--- config.mk ---
export PLATFORM = sky130hd
export DESIGN_NAME = pipeline_elastic_chain
export DESIGN_NICKNAME = d
export VERILOG_FILES = /design/src/rtl/pipeline_elastic_chain.sv
export SDC_FILE = /design/constraint.sdc
export NUM_CORES = 1
export LEC_CHECK = 0
export ABC_AREA = 1
export BUFFER_PORTS_ARGS = -buffer_cell sky130_fd_sc_hd__buf_2
export CAP_MARGIN = 10
export CORE_ASPECT_RATIO = 0.9
export CORE_MARGIN = 2
export CORE_UTILIZATION = 30
export CTS_BUF_LIST = sky130_fd_sc_hd__clkbuf_2 sky130_fd_sc_hd__clkbuf_4 sky130_fd_sc_hd__clkbuf_8
export DETAILED_ROUTE_END_ITERATION = 16
export GPL_TIMING_DRIVEN = 0
export HOLD_SLACK_MARGIN = 0.02
export MAX_ROUTING_LAYER = met4
export SETUP_SLACK_MARGIN = 0.15
export SYNTH_ARGS = -nofsm -noshare
export SYNTH_HDL_FRONTEND = slang
export SYNTH_SLANG_ARGS = --single-unit
export TNS_END_PERCENT = 30
--- constraint.sdc ---
create_clock -name clk -period 1.6 [get_ports clk]
set_input_delay 0.24 -clock clk [delete_from_list [all_inputs] [get_ports clk]]
set_output_delay 0.24 -clock clk [all_outputs]
set_load 0.1 [all_outputs]
--- src/rtl/pipeline_elastic_chain.sv ---
// pipeline_elastic_chain: DEPTH-stage elastic valid/ready pipeline with bubble collapsing, flush and optional skid.
// Optional stall counter enabled by defining PIPE_PERF_CNT_EN; otherwise stall_cnt is tied to zero.
module pipeline_elastic_chain #(
   parameter int WIDTH = 64,
   parameter int DEPTH = 2,
   parameter int SKID  = 1,
   localparam int OW   = $clog2(DEPTH + SKID + 1)
) (
   input  logic             clk,
   input  logic             rst_n,
   input  logic             flush,
   input  logic             in_valid,
   output logic             in_ready,
   input  logic [WIDTH-1:0] in_data,
   output logic             out_valid,
   input  logic             out_ready,
   output logic [WIDTH-1:0] out_data,
   output logic [OW-1:0]    occupancy,
   output logic [31:0]      stall_cnt
);
   logic [DEPTH-1:0]            valid_q, valid_d;
   logic [DEPTH-1:0][WIDTH-1:0] data_q, data_d;
   logic [DEPTH:0]              ld;
   logic                        src_valid, in_fire, out_fire;
   logic [WIDTH-1:0]            src_data;
   logic [OW-1:0]               occ_q, occ_d;

   assign out_valid = valid_q[DEPTH-1];
   assign out_data  = data_q[DEPTH-1];
   assign occupancy = occ_q;
   assign out_fire  = out_valid && out_ready;

   // Load enables ripple from the output back; an empty stage always loads so bubbles collapse.
   always_comb begin
      ld[DEPTH] = out_ready;
      for (int i = DEPTH - 1; i >= 0; i--) ld[i] = !valid_q[i] || ld[i+1];
   end

   // Stage advance: valids shift on load, payloads move only when a valid entry moves in.
   always_comb begin
      valid_d[0] = ld[0] ? src_valid : valid_q[0];
      data_d[0]  = (ld[0] && src_valid) ? src_data : data_q[0];
      for (int i = 1; i < DEPTH; i++) begin
         valid_d[i] = ld[i] ? valid_q[i-1] : valid_q[i];
         data_d[i]  = (ld[i] && valid_q[i-1]) ? data_q[i-1] : data_q[i];
      end
      if (flush) valid_d = '0;
      occ_d = flush ? '0 : occ_q + OW'(in_fire) - OW'(out_fire);
   end

   // Stage and occupancy registers; data registers are deliberately kept across flush.
   always_ff @(posedge clk or negedge rst_n) begin
      if (!rst_n) begin
         valid_q <= '0;
         data_q  <= '0;
         occ_q   <= '0;
      end else begin
         valid_q <= valid_d;
         data_q  <= data_d;
         occ_q   <= occ_d;
      end
   end

   generate
      if (SKID != 0) begin : g_skid
         logic             skid_valid_q, skid_valid_d;
         logic [WIDTH-1:0] skid_data_q, skid_data_d;
         // Registered in_ready; a word that stage 0 cannot take parks in skid, which drains first.
         always_comb begin
            in_ready     = !skid_valid_q;
            in_fire      = in_valid && in_ready;
            src_valid    = skid_valid_q || in_fire;
            src_data     = skid_valid_q ? skid_data_q : in_data;
            skid_valid_d = !flush && (skid_valid_q ? !ld[0] : (in_fire && !ld[0]));
            skid_data_d  = (in_fire && !ld[0]) ? in_data : skid_data_q;
         end
         // Skid entry register.
         always_ff @(posedge clk or negedge rst_n) begin
            if (!rst_n) begin
               skid_valid_q <= 1'b0;
               skid_data_q  <= '0;
            end else begin
               skid_valid_q <= skid_valid_d;
               skid_data_q  <= skid_data_d;
            end
         end
      end else begin : g_noskid
         // Without skid, in_ready is combinational from the stage chain and out_ready.
         always_comb begin
            in_ready  = ld[0];
            in_fire   = in_valid && in_ready;
            src_valid = in_fire;
            src_data  = in_data;
         end
      end
   endgenerate

`ifdef PIPE_PERF_CNT_EN
   logic [31:0] stall_cnt_q, stall_cnt_d;
   // Saturating count of cycles where the output holds data the consumer refuses; flush does not clear it.
   always_comb stall_cnt_d = (out_valid && !out_ready && stall_cnt_q != 32'hFFFF_FFFF) ? stall_cnt_q + 32'd1 : stall_cnt_q;
   // Stall counter register.
   always_ff @(posedge clk or negedge rst_n) begin
      if (!rst_n) stall_cnt_q <= '0;
      else        stall_cnt_q <= stall_cnt_d;
   end
   assign stall_cnt = stall_cnt_q;
`else
   assign stall_cnt = 32'd0;
`endif
endmodule

Yosys cells after proc, flatten, opt, wreduce, memory -nomap -nowiden --
Index checks and enable logic that the tools add are counted.
Cells by class: add/sub/neg operators 2, multiply operators 0, divide/modulo/power cells 0, order comparisons 0, equal/unequal tests 0, shifts and indexed selects 0, multiplexer cells 6, bitwise operators 0, reduce and logical (&&, ||, !) cells 16
Operators by type and width (count):
- 2-to-1 mux 64 bit | 1
- logical AND 1 bit | 6
- zero test 1 bit | 5
- 2-to-1 mux 2 bit | 2
- nonzero test 2 bit | 2
- logical OR 1 bit | 3
- 2-to-1 mux 1 bit | 3
- adder 2 x 1 -> 2 bit | 1
- subtractor 2 x 1 -> 2 bit | 1
Word-level totals: bits in registers 197, bits in latches 0, RAM bits 0, bits in read-only memories 0, input port bits 69, output and inout bits 100, word-level logic and storage cells 31, memories kept 0

Longest topological paths before layout --
Gate-level depths: netlist (run 1).
word-level depth 7, gate-level depth with buffers 9, gate-level depth less buffers 8

Worst setup path before layout (run 1) --
Ideal clock, no wire load.
path type reg2reg, start reg valid_q[1], end reg g_skid.skid_data_q[54], setup time 0.121 ns, arrival 1.771 ns, data required time 1.479 ns, path slack -0.292 ns, cell stages (with the launch flop) 6, period minus slack after synthesis 1.892 ns, cells stage by stage dfrtp_1 nand3_2 buf_2 buf_2 o21bai_1 nand2_1
On the way: longest elaborated chain between the ends 5
Ends and longest elaborated chain:
- from (decl) | RTL line 21 | logic [DEPTH-1:0] valid_q, valid_d;
- from (signal assigned) | RTL line 58 | valid_q <= valid_d;
- zero test 1 bit | RTL line 36 | for (int i = DEPTH - 1; i >= 0; i--) ld[i] = !valid_q[i] || ld[i+1];
- logical OR 1 bit (2 in a row) | RTL line 36
- zero test 1 bit | RTL line 75 | skid_data_d = (in_fire && !ld[0]) ? in_data : skid_data_q;
- logical AND 1 bit | RTL line 75
- to (signal assigned) | RTL line 84 | skid_data_q <= skid_data_d;
- to (decl) | RTL line 67 | logic [WIDTH-1:0] skid_data_q, skid_data_d;
No other way between the ends. A chain may end at the register's enable or synchronous reset.

Final worst setup path (run 1) --
start reg g_skid.skid_valid_q, end out in_ready
On the way: longest elaborated chain between the ends 1
Ends and longest elaborated chain:
- from (decl) | RTL line 66 | logic skid_valid_q, skid_valid_d;
- from (signal assigned) | RTL line 83 | skid_valid_q <= skid_valid_d;
- zero test 1 bit | RTL line 70 | in_ready = !skid_valid_q;
- to (decl) | RTL line 13 | output logic in_ready,
No other way between the ends.

==> flow_metrics.env, run 1 <==
export IMPL_outcome="complete, no violations"
export IMPL_clk_pin_slew_ns=0.11
export IMPL_rows=62
export IMPL_drive_gt1_share_pct=23.7
export IMPL_p_total_mw=15.6
export IMPL_hold_slack_ns=0.163
export IMPL_vias=7960
export IMPL_dr_wl_met2_um=12800
export IMPL_met1Wirelength_um=12200
export IMPL_syn_inst=1230
export IMPL_cts_path_max_buffers=2
export IMPL_syn_avg_cell_area_sq_um=7.86
export IMPL_die_area_sq_um=33700
export IMPL_routed_wirelength_um=26200
export IMPL_setup_viol=0
export IMPL_cp_top_family="buffers and inverters"
export IMPL_ant_nets=0
export IMPL_grt_first_pass_wirelength_um=42200
export IMPL_cts_sinks=197
export IMPL_die_h_um=174
export IMPL_die_x_um=193
export IMPL_grt_pass1_vias=7973
export IMPL_maxSlewViolCount=0
export IMPL_vdd_drop_max_mv=0.646
export IMPL_dr_pass1_iters=5
export IMPL_routed_wl_met3_um=680
export IMPL_cts_inserted_buffers=17
export IMPL_cp_slowest_stage_delay_ns=0.41
export IMPL_gp_congestion=0.794
export IMPL_hold_viol_final=0
export IMPL_cellPowerDensity_nw_per_um2=1160
export IMPL_synth_cell_types=17
export IMPL_grt_start_max_net_pins=111
export IMPL_syn_cell_area_sq_um=9670
export IMPL_grt_overflow=0
export IMPL_hp_class="input pin to flip-flop"
export IMPL_drc_errors=0
export IMPL_critical_path_peak_fanout=3
export IMPL_worstPathRequired_ns=1.36
export IMPL_tightest_slew_ns=0.662
export IMPL_antenna_found_initial=1
export IMPL_drt_first_iter_violations=506
export IMPL_fmax_mhz=655
export IMPL_numPortBuffers=136
export IMPL_cp_startpoint="g_skid.skid_valid_q"
export IMPL_fillers=3177
export IMPL_hp_start="in_valid"
export IMPL_dp_cells=1814
export IMPL_grt_total_usage_pct=16.1
export IMPL_arrival_ns=1.29
export IMPL_synth_seq_area_share_pct=51.0
export IMPL_skew_ns=0.0192
export IMPL_rsz0062_at_grt="yes"
export IMPL_setup_worst_path_start_class="flip-flop"
export IMPL_clk_insertion_delay_late_ns=0.47
export IMPL_endpoint_kind="primary output"
export IMPL_fin_crit_sh_pct=95.4
export IMPL_fin_cells=1921
export IMPL_wl_per_cell_um=13.6
export IMPL_synth_seq_cells=197
export IMPL_slowest_stage="dfrtp_1"
export IMPL_period_minus_slack_ns=1.53
export IMPL_p_leak_nw=7.19
export IMPL_synth_warnings=0
export IMPL_topRoutingLayerUsed="met4"
export IMPL_via_per_inst=4.14
export IMPL_start_util_pct=30.4
export IMPL_io_pins=169
export IMPL_r2r_start="g_skid.skid_valid_q"
export IMPL_path_buf_inv=3
export IMPL_dp_hpwl_um=17800
export IMPL_crit_type="flip-flop to primary output"
export IMPL_crit_chain="inv_2 > buf_8 > buf_12"
export IMPL_fin_nets=1562
export IMPL_cts_max_level=4
export IMPL_worst_slew_margin_rel_pct=55.8
export IMPL_fin_setup_tns_ns=0
export IMPL_drv_cap=0
export IMPL_area_growth_pct=39.5
export IMPL_tritoncts="built"
export IMPL_root_buffer="clkbuf_8"
export IMPL_fp_coreArea_sq_um=31800
## cell type report
cell class	instances	area (sq um)	area share, %
flip-flops and latches	197	4930	36.6
multi-input cells	821	3580	26.6
repair buffers	211	2420	17.9
plain buffers	170	1360	10.1
well taps	416	520	3.86
inverters	73	277	2.05
clock buffers	19	255	1.89
clock inverters	13	136	1.01
diodes	1	2.50	0.0185
## worst paths after layout
check / end / slack, ns / cells after the start
max: in_ready / 0.07 / 3
max reg2reg: data_q[39] / 0.13 / 6
min: g_skid.skid_valid_q / 0.16 / 3
min reg2reg: data_q[3] / 0.48 / 2
min in group asynchronous: out_data[5] / 0.34 / 2
max in group asynchronous: out_data[38] / 0.34 / 3
## report_power, final
part	leakage [nW]	switching, mW	internal [mW]
logic	4.64	3.73	2.36
clock network	0.201	2.03	1.23
registers	2.34	0.478	5.81
## synthesized netlist by cell type, drive strengths merged
cell,instances,share of area [%]
nor2,4,0.23
buf,156,10
nor3,1,0.052
conb,1,0.039
clkbuf,14,0.54
ha,2,0.26
o21ai,1,0.052
dfrtp,197,51
a21oi,2,0.10
inv,73,2.8
nand3,130,6.8
o21bai,64,5.0
nand2,585,23
## state kept, by name, summed over array words and instances, names as in the netlist
signal               flops
data_q                  64
g_skid.skid_data_q      64
g_skid.skid_valid_q      1
occupancy                2
out_data                64
valid_q                  2
## per-stage QoR
step | cell area, sq um | worst slack, ns | util [%]
detailed placement | 11000 | -0.157 | 34.7
CTS | 12400 | 0.0290 | 39.1
floorplan | 9790 | 0.0673 | -
finish | 13500 | 0.0730 | 42.4
global placement | 11000 | -3.88 | 34.6
global route | 13500 | 0.00515 | 42.4
## worst register-to-register path, delay by kind of cell, from the launching register on
family / cells / cell delay (ns)
DFF: 1 / 0.41
buffers and inverters: 3 / 0.61
and+or+nand+nor: 3 / 0.35
## placed cells by master, fill, tap and decap left out, drive strengths merged, types with 2 or more instances in the layout
| cell | instances |
|---|---|
| clkbuf | 48 |
| nand2 | 585 |
| conb | 32 |
| buf | 286 |
| dlygate4sd3 | 66 |
| ha | 2 |
| inv | 80 |
| nor2 | 4 |
| clkinv | 6 |
| o21bai | 64 |
| a21oi | 2 |
| nand3 | 130 |
| dfrtp | 197 |
## cells by family after synthesis
logic type	count (synthesis)	synth area share, %
and+or+nand+nor	720	29.8
buffers and inverters	243	13.8
DFF	197	51.0
AOI/OAI and AO/OA	67	5.12
adders and majority gates	2	0.259
other	1	0.0388
## timing repair
action | in CTS | in global routing
hold buffers | 66 | 0
buffers inserted | 5 | 3
gates resized for setup | 112 | 278
endpoints found under the hold margin | 176 | 0
setup endpoints to repair | 256 | 342
pin swaps | 0 | 5
## routing by layer
| metal | GRT usage [%] | vias to the layer above |
|---|---|---|
| li1 | - | 4187 |
| met1 | 20.5 | 3610 |
| met2 | 26.5 | 132 |
| met3 | 2.33 | 31 |
| met4 | 5.18 | 0 |
| met5 | - | - |
Power figures use the tool's default switching activity.
==> run 2: changes to the inputs <==
--- a/config.mk
+++ b/config.mk
@@ -5,7 +5,6 @@
 export SDC_FILE = /design/constraint.sdc
 export NUM_CORES = 1
 export LEC_CHECK = 0
-export ABC_AREA = 1
 export BUFFER_PORTS_ARGS = -buffer_cell sky130_fd_sc_hd__buf_2
 export CAP_MARGIN = 10
 export CORE_ASPECT_RATIO = 0.9
==> run 2 against run 1 <==
Net effect: the flow now finishes with violations (setup timing); synthesized cell count fell by 52%; hold slack lost 0.064 ns; critical endpoint is now g_skid.skid_data_q[6]; clock skew shrank 0.0040 ns.
==> flow_metrics.env, run 2 <==
export IMPL_cts_inserted_buffers=17
export IMPL_synth_top_cell_by_area="dfrtp_1"
export IMPL_crit_type="flip-flop to flip-flop"
export IMPL_gp_congestion=0.704
export IMPL_clk_pin_slew_ns=0.11
export IMPL_hold_path_depth=4
export IMPL_critical_path_peak_fanout=8
export IMPL_rsz0062_at_grt="yes"
export IMPL_dp_cells=1160
export IMPL_arrival_ns=2.00
export IMPL_wl_per_cell_um=15.3
export IMPL_reg2reg_depth=6
export IMPL_syn_inst=596
export IMPL_io_pins=169
export IMPL_synth_cell_types=22
export IMPL_area_growth_pct=49.6
export IMPL_setup_worst_path_start_class="flip-flop"
export IMPL_setup_viol=65
export IMPL_syn_cell_area_sq_um=8910
export IMPL_drc_errors=0
export IMPL_fillers=2599
export IMPL_dp_worst_setup_slack_ns=-0.270
export IMPL_drv_cap=0
export IMPL_root_buffer="clkbuf_8"
export IMPL_grt_first_pass_wirelength_um=30100
export IMPL_synth_edf_count=0
export IMPL_die_x_um=186
export IMPL_clk_insertion_delay_late_ns=0.47
export IMPL_r2r_start="g_skid.skid_valid_q"
export IMPL_start_util_pct=30.6
export IMPL_yosys_top_cells_count="dfrtp_1 (197), mux2_2 (186), buf_4 (103)"
export IMPL_setup_ws_ns=-0.0437
export IMPL_fp_coreArea_sq_um=29100
export IMPL_hp_class="input pin to flip-flop"
export IMPL_die_area_sq_um=31100
export IMPL_syn_avg_cell_area_sq_um=15.0
export IMPL_period_minus_slack_ns=1.64
export IMPL_fin_nets=935
export IMPL_yosys_most_used_dff="dfrtp_1"
export IMPL_p_leak_nw=6.17
export IMPL_worst_slew_margin_rel_pct=57.8
export IMPL_maxSlewViolCount=0
export IMPL_grt_pass1_vias=5612
export IMPL_rows=59
export IMPL_routed_wirelength_um=19500
export IMPL_antenna_cells=0
export IMPL_final_core_util_pct=45.8
export IMPL_synth_warnings=0
export IMPL_numPortBuffers=136
export IMPL_violations="setup timing"
export IMPL_layout_common_cells="dfrtp_1 (195), mux2_2 (159), buf_12 (84)"
export IMPL_vdd_drop_max_mv=0.839
export IMPL_drive_gt1_share_pct=62.9
export IMPL_cellPowerDensity_nw_per_um2=1300
export IMPL_tritoncts="built"
export IMPL_antenna_found_initial=0
export IMPL_yosys_top_cells_area="dfrtp_1 (55%), mux2_2 (24%), mux2_1 (8.8%)"
export IMPL_fin_cells=1273
export IMPL_synth_seq_area_share_pct=55.3
export IMPL_p_total_mw=17.3
export IMPL_skew_ns=0.0152
export IMPL_grt_start_max_net_pins=109
export IMPL_ant_nets=0
export IMPL_outcome="finished with violations"
export IMPL_tightest_slew_ns=0.633
export IMPL_grt_overflow=0
export IMPL_min_to="valid_q[1]"
export IMPL_final_common_cell="dfrtp_1"
export IMPL_hold_viol_final=0
export IMPL_drt_first_iter_violations=163
export IMPL_die_h_um=168
export IMPL_place_area_sq_um=10300
export IMPL_cts_path_max_buffers=2
export IMPL_cts_max_level=4
export IMPL_synthArstFlopShare_pct=100
export IMPL_hp_start="out_ready"
export IMPL_synth_seq_cells=197
export IMPL_dp_hpwl_um=11500
export IMPL_worstPathRequired_ns=1.96
export IMPL_grt_total_usage_pct=12.9
export IMPL_dr_pass1_iters=4
export IMPL_yosysMostFrequentCell="dfrtp_1"
export IMPL_fin_crit_sh_pct=103
export IMPL_endpoint_kind="flip-flop"
export IMPL_r2r_slack_ns=-0.04
export IMPL_synth_top_area_share_pct=55.3
export IMPL_fin_setup_tns_ns=-1.23
export IMPL_vias=5269
export IMPL_r2r_end="g_skid.skid_data_q[6]"
export IMPL_final_cell_area_sq_um=13300
export IMPL_via_per_inst=4.14
export IMPL_hold_slack_ns=0.0985
export IMPL_fmax_mhz=608
export IMPL_cts_sinks=197
[run 2: worst max path at each step]
stage / start / end / slack [ns] / cells after the start
after CTS: g_skid.skid_valid_q / in_ready / -0.07 / 4
final: g_skid.skid_valid_q / g_skid.skid_data_q[6] / -0.04 / 6
after floorplan: valid_q[1] / data_q[0] / -0.11 / 4
after global placement: rst_n / valid_q[1] / -3.95 / 1
after global routing: g_skid.skid_valid_q / in_ready / -0.11 / 4
after detailed placement: valid_q[1] / data_q[57] / -0.27 / 4
[run 2: timing repair]
action | in CTS | in global routing
cloned | 2 | 3
hold endpoints to repair | 158 | 0
gates resized for setup | 289 | 178
buffers inserted | 9 | 1
pin swaps | 3 | 1
hold buffers | 66 | 0
setup endpoints to repair | 257 | 293
[run 2: cell families after synthesis]
kind of cell / after synthesis / share of synthesized area (%)
mux: 256 / 32.4
flops: 197 / 55.3
buf+inv: 124 / 10.7
simple gates: 12 / 0.913
fa+ha+maj: 2 / 0.281
compound gates: 2 / 0.239
xor+xnor: 2 / 0.197
other cells: 1 / 0.0421
[run 2: worst max-delay path: stages (launching register included)]
cell and delay (ns):
dfrtp_1 0.42, buf_4 0.16, nand2b_4 0.15, nor2_4 0.13, buf_12 0.19, clkbuf_16 0.17, mux2_1 0.31
[run 2: final cells by class]
type	count	area [sq um]	area share, %
clock inverter	13	171	1.29
tap	396	495	3.72
multi-input combinational	306	3450	25.9
timing repair buffer	218	2610	19.6
buffer	122	1380	10.4
inverter	2	20.0	0.150
clock buffer	19	255	1.91
sequential	197	4930	37.0
[run 2: per-layer routing]
layer | track usage [%] | share of wire, % | routed length [um] | vias to the layer above
met5 | - | 0 | 0 | -
li1 | - | - | - | 2486
met2 | 20.3 | 48 | 9450 | 98
met3 | 3.33 | 3.5 | 678 | 6
met1 | 17.0 | 47 | 9250 | 2679
met4 | 2.36 | 0.59 | 116 | 0
[run 2: power by group]
part / leakage (nW) / switching [mW] / total [mW] / internal, mW
clock: 0.211 / 1.89 / 3.52 / 1.63
combinational: 3.55 / 4.21 / 7.53 / 3.32
sequential: 2.41 / 0.486 / 6.28 / 5.80
total: 6.17 / 6.58 / 17.3 / 10.8
==> run 3: changes to the inputs <==
--- a/config.mk
+++ b/config.mk
@@ -8,13 +8,14 @@
 export BUFFER_PORTS_ARGS = -buffer_cell sky130_fd_sc_hd__buf_2
 export CAP_MARGIN = 10
 export CORE_ASPECT_RATIO = 0.9
-export CORE_MARGIN = 2
-export CORE_UTILIZATION = 30
+export CORE_MARGIN = 10
+export CORE_UTILIZATION = 45
 export CTS_BUF_LIST = sky130_fd_sc_hd__clkbuf_2 sky130_fd_sc_hd__clkbuf_4 sky130_fd_sc_hd__clkbuf_8
 export DETAILED_ROUTE_END_ITERATION = 16
 export GPL_TIMING_DRIVEN = 0
 export HOLD_SLACK_MARGIN = 0.02
 export MAX_ROUTING_LAYER = met4
+export PLACE_DENSITY = 0.7
 export SETUP_SLACK_MARGIN = 0.15
 export SYNTH_ARGS = -nofsm -noshare
 export SYNTH_HDL_FRONTEND = slang
==> constraint.sdc (replaced) <==
create_clock -name clk -period 1.6 [get_ports clk]
set_input_delay 0.32 -clock clk [delete_from_list [all_inputs] [get_ports clk]]
set_output_delay 0.32 -clock clk [all_outputs]
set_load 0.1 [all_outputs]
==> run 3 against run 2 <==
Net effect: the flow finishes with violations (hold timing, setup timing); sequential power increased by 1%; core utilization increased by 24 points; critical path depth decreased by 1; fmax decreased by 2.0%; worst setup slack got worse by 0.033 ns; first-iteration DRC count decreased by 13%; routed wire length increased by 19%; die area decreased by 17%; register-to-register slack got worse by 0.03 ns.
==> flow_metrics.env, run 3 (synthesis results as in run 2) <==
export IMPL_outcome="finished with violations"
export IMPL_violations="hold timing, setup timing"
export IMPL_path_buf_inv=3
export IMPL_dr_pass1_iters=4
export IMPL_setup_worst_path_start_class="flip-flop"
export IMPL_fmax_mhz=596
export IMPL_grt_use_met1_pct=19.6
export IMPL_tightest_slew_ns=0.766
export IMPL_cellPowerDensity_nw_per_um2=1310
export IMPL_worstPathRequired_ns=1.98
export IMPL_clock_power_share_pct=18.6
export IMPL_fin_setup_tns_ns=-2.28
export IMPL_fin_crit_sh_pct=105
export IMPL_arrival_ns=2.05
export IMPL_cp_slowest_stage_delay_ns=0.39
export IMPL_slowest_stage="dfrtp_1"
export IMPL_final_common_cell="dfrtp_1"
export IMPL_numPortBuffers=136
export IMPL_drt_first_iter_violations=142
export IMPL_cts_inserted_buffers=17
export IMPL_grt_total_usage_pct=17.0
export IMPL_grt_busiest_layer="met2"
export IMPL_r2r_end="data_q[10]"
export IMPL_area_growth_pct=51.2
export IMPL_seq_power_share_pct=36.1
export IMPL_crit_chain="buf_6 > buf_4 > bufbuf_16 > mux2_2 > mux2_4"
export IMPL_die_x_um=168
export IMPL_seq_area_sq_um=4930
export IMPL_skew_ns=0.0150
export IMPL_grt_pass1_vias=6176
export IMPL_hold_viol_final=98
export IMPL_clk_insertion_delay_late_ns=0.48
export IMPL_fp_coreArea_sq_um=19300
export IMPL_grt_overflow=0
export IMPL_clk_pin_slew_ns=0.11
export IMPL_cts_sinks=197
export IMPL_gp_congestion=0.742
export IMPL_maxSlewViolCount=0
export IMPL_endpoint_kind="flip-flop"
export IMPL_wl_per_cell_um=21.4
export IMPL_fillers=1218
export IMPL_p_leak_nw=6.58
export IMPL_routed_wirelength_um=23300
export IMPL_drv_cap=0
export IMPL_tritoncts="built"
export IMPL_swShare_pct=39.2
export IMPL_r2r_start="g_skid.skid_valid_q"
export IMPL_crit_type="flip-flop to flip-flop"
export IMPL_setup_ws_ns=-0.0768
export IMPL_rows=48
export IMPL_critical_path_peak_fanout=5
export IMPL_switching_power_mw=6.92
export IMPL_cp_top_family="multiplexers"
export IMPL_ant_nets=0
export IMPL_antenna_found_initial=2
export IMPL_cts_max_level=4
export IMPL_io_pins=169
export IMPL_period_minus_slack_ns=1.68
export IMPL_grt_start_max_net_pins=100
export IMPL_die_h_um=154
export IMPL_cts_path_max_buffers=2
export IMPL_hold_slack_ns=-0.158
export IMPL_use_met2_pct=28.4
export IMPL_vdd_drop_max_mv=0.779
export IMPL_r2r_slack_ns=-0.08
export IMPL_multi_input_area_sq_um=3870
export IMPL_grt_first_pass_wirelength_um=34400
export IMPL_fin_nets=893
export IMPL_drc_errors=0
export IMPL_power_internal_mw=10.7
export IMPL_die_area_sq_um=25800
export IMPL_combPwrFrac_pct=45.3
export IMPL_worst_slew_margin_rel_pct=48.9
export IMPL_drive_gt1_share_pct=71.5
export IMPL_via_per_inst=4.92
export IMPL_root_buffer="clkbuf_8"
export IMPL_layout_common_cells="dfrtp_1 (195), mux2_4 (185), buf_12 (93)"
export IMPL_setup_viol=64
export IMPL_rsz0062_at_grt="yes"
export IMPL_start_util_pct=46.1
export IMPL_final_core_util_pct=69.6
export IMPL_reg2reg_depth=5
export IMPL_dp_hpwl_um=13100
export IMPL_vias=5351
export IMPL_hp_class="input pin to asynchronous set/reset pin"
export IMPL_gr_usage_met3_pct=4.99
-- run 3: area by class of cell --
class                      count  area share, %
multi-input combinational    306           28.7
tap                          250           2.32
buffer                       122           10.6
clock buffer                  17           1.74
inverter                       2         0.0929
antenna                        3         0.0557
timing repair buffer         176           18.5
clock inverter                15           1.26
sequential                   197           36.6
-- run 3: how the worst max path moves through the flow --
stage                                        end  slack (ns)  cells past startpoint                start
after global placement                valid_q[1]       -3.39                      1                rst_n
after detailed placement  g_skid.skid_data_q[57]       -0.23                      5            out_ready
after floorplan                        data_q[0]       -0.11                      4           valid_q[1]
after CTS                               in_ready        -0.1                      4  g_skid.skid_valid_q
after global routing                    in_ready       -0.14                      4  g_skid.skid_valid_q
final                                 data_q[10]       -0.08                      5  g_skid.skid_valid_q
-- run 3: layer usage --
| metal | vias up | wire length (um) | share of wire, % |
|---|---|---|---|
| li1 | 2402 | - | - |
| met1 | 2806 | 9790 | 42 |
| met2 | 123 | 12100 | 52 |
| met3 | 20 | 1090 | 4.7 |
| met4 | 0 | 255 | 1.1 |
| met5 | - | 0 | 0 |
-- run 3: what timing repair did --
action / 4_1_cts / 5_1_grt
setup endpoints to repair: 258 / 262
gates cloned: 10 / 9
buffers inserted: 17 / 3
pin swaps: 3 / 1
gates resized for setup: 487 / 120
hold endpoints to repair: 98 / 98
-- run 3: stage by stage --
step	power, mW	instances	area, sq um	setup WS, ns
after floorplan	10.9	627	9040	-0.106
after global placement	11.6	1013	10000	-3.39
after detailed placement	11.8	1014	10100	-0.230
after CTS	17.2	1073	12800	-0.0973
after global routing	18.3	1087	13500	-0.145
final	17.7	1088	13500	-0.0768
-- run 3: power by group through the flow --
| stage | logic, mW | clock network, mW | registers [mW] |
|---|---|---|---|
| 2_1_floorplan | 4.64 | 0 | 6.21 |
| 3_3_place_gp | 5.39 | 0 | 6.23 |
| 3_5_place_dp | 5.48 | 0 | 6.30 |
| 4_1_cts | 7.56 | 3.33 | 6.29 |
| 5_1_grt | 8.27 | 3.55 | 6.47 |
| 6_report | 8.01 | 3.28 | 6.37 |
-- run 3: worst register-to-register path: stages (launching register included) --
cell and delay [ns]:
dfrtp_1 0.39, buf_6 0.13, buf_4 0.17, bufbuf_16 0.28
mux2_2 0.34, mux2_4 0.26
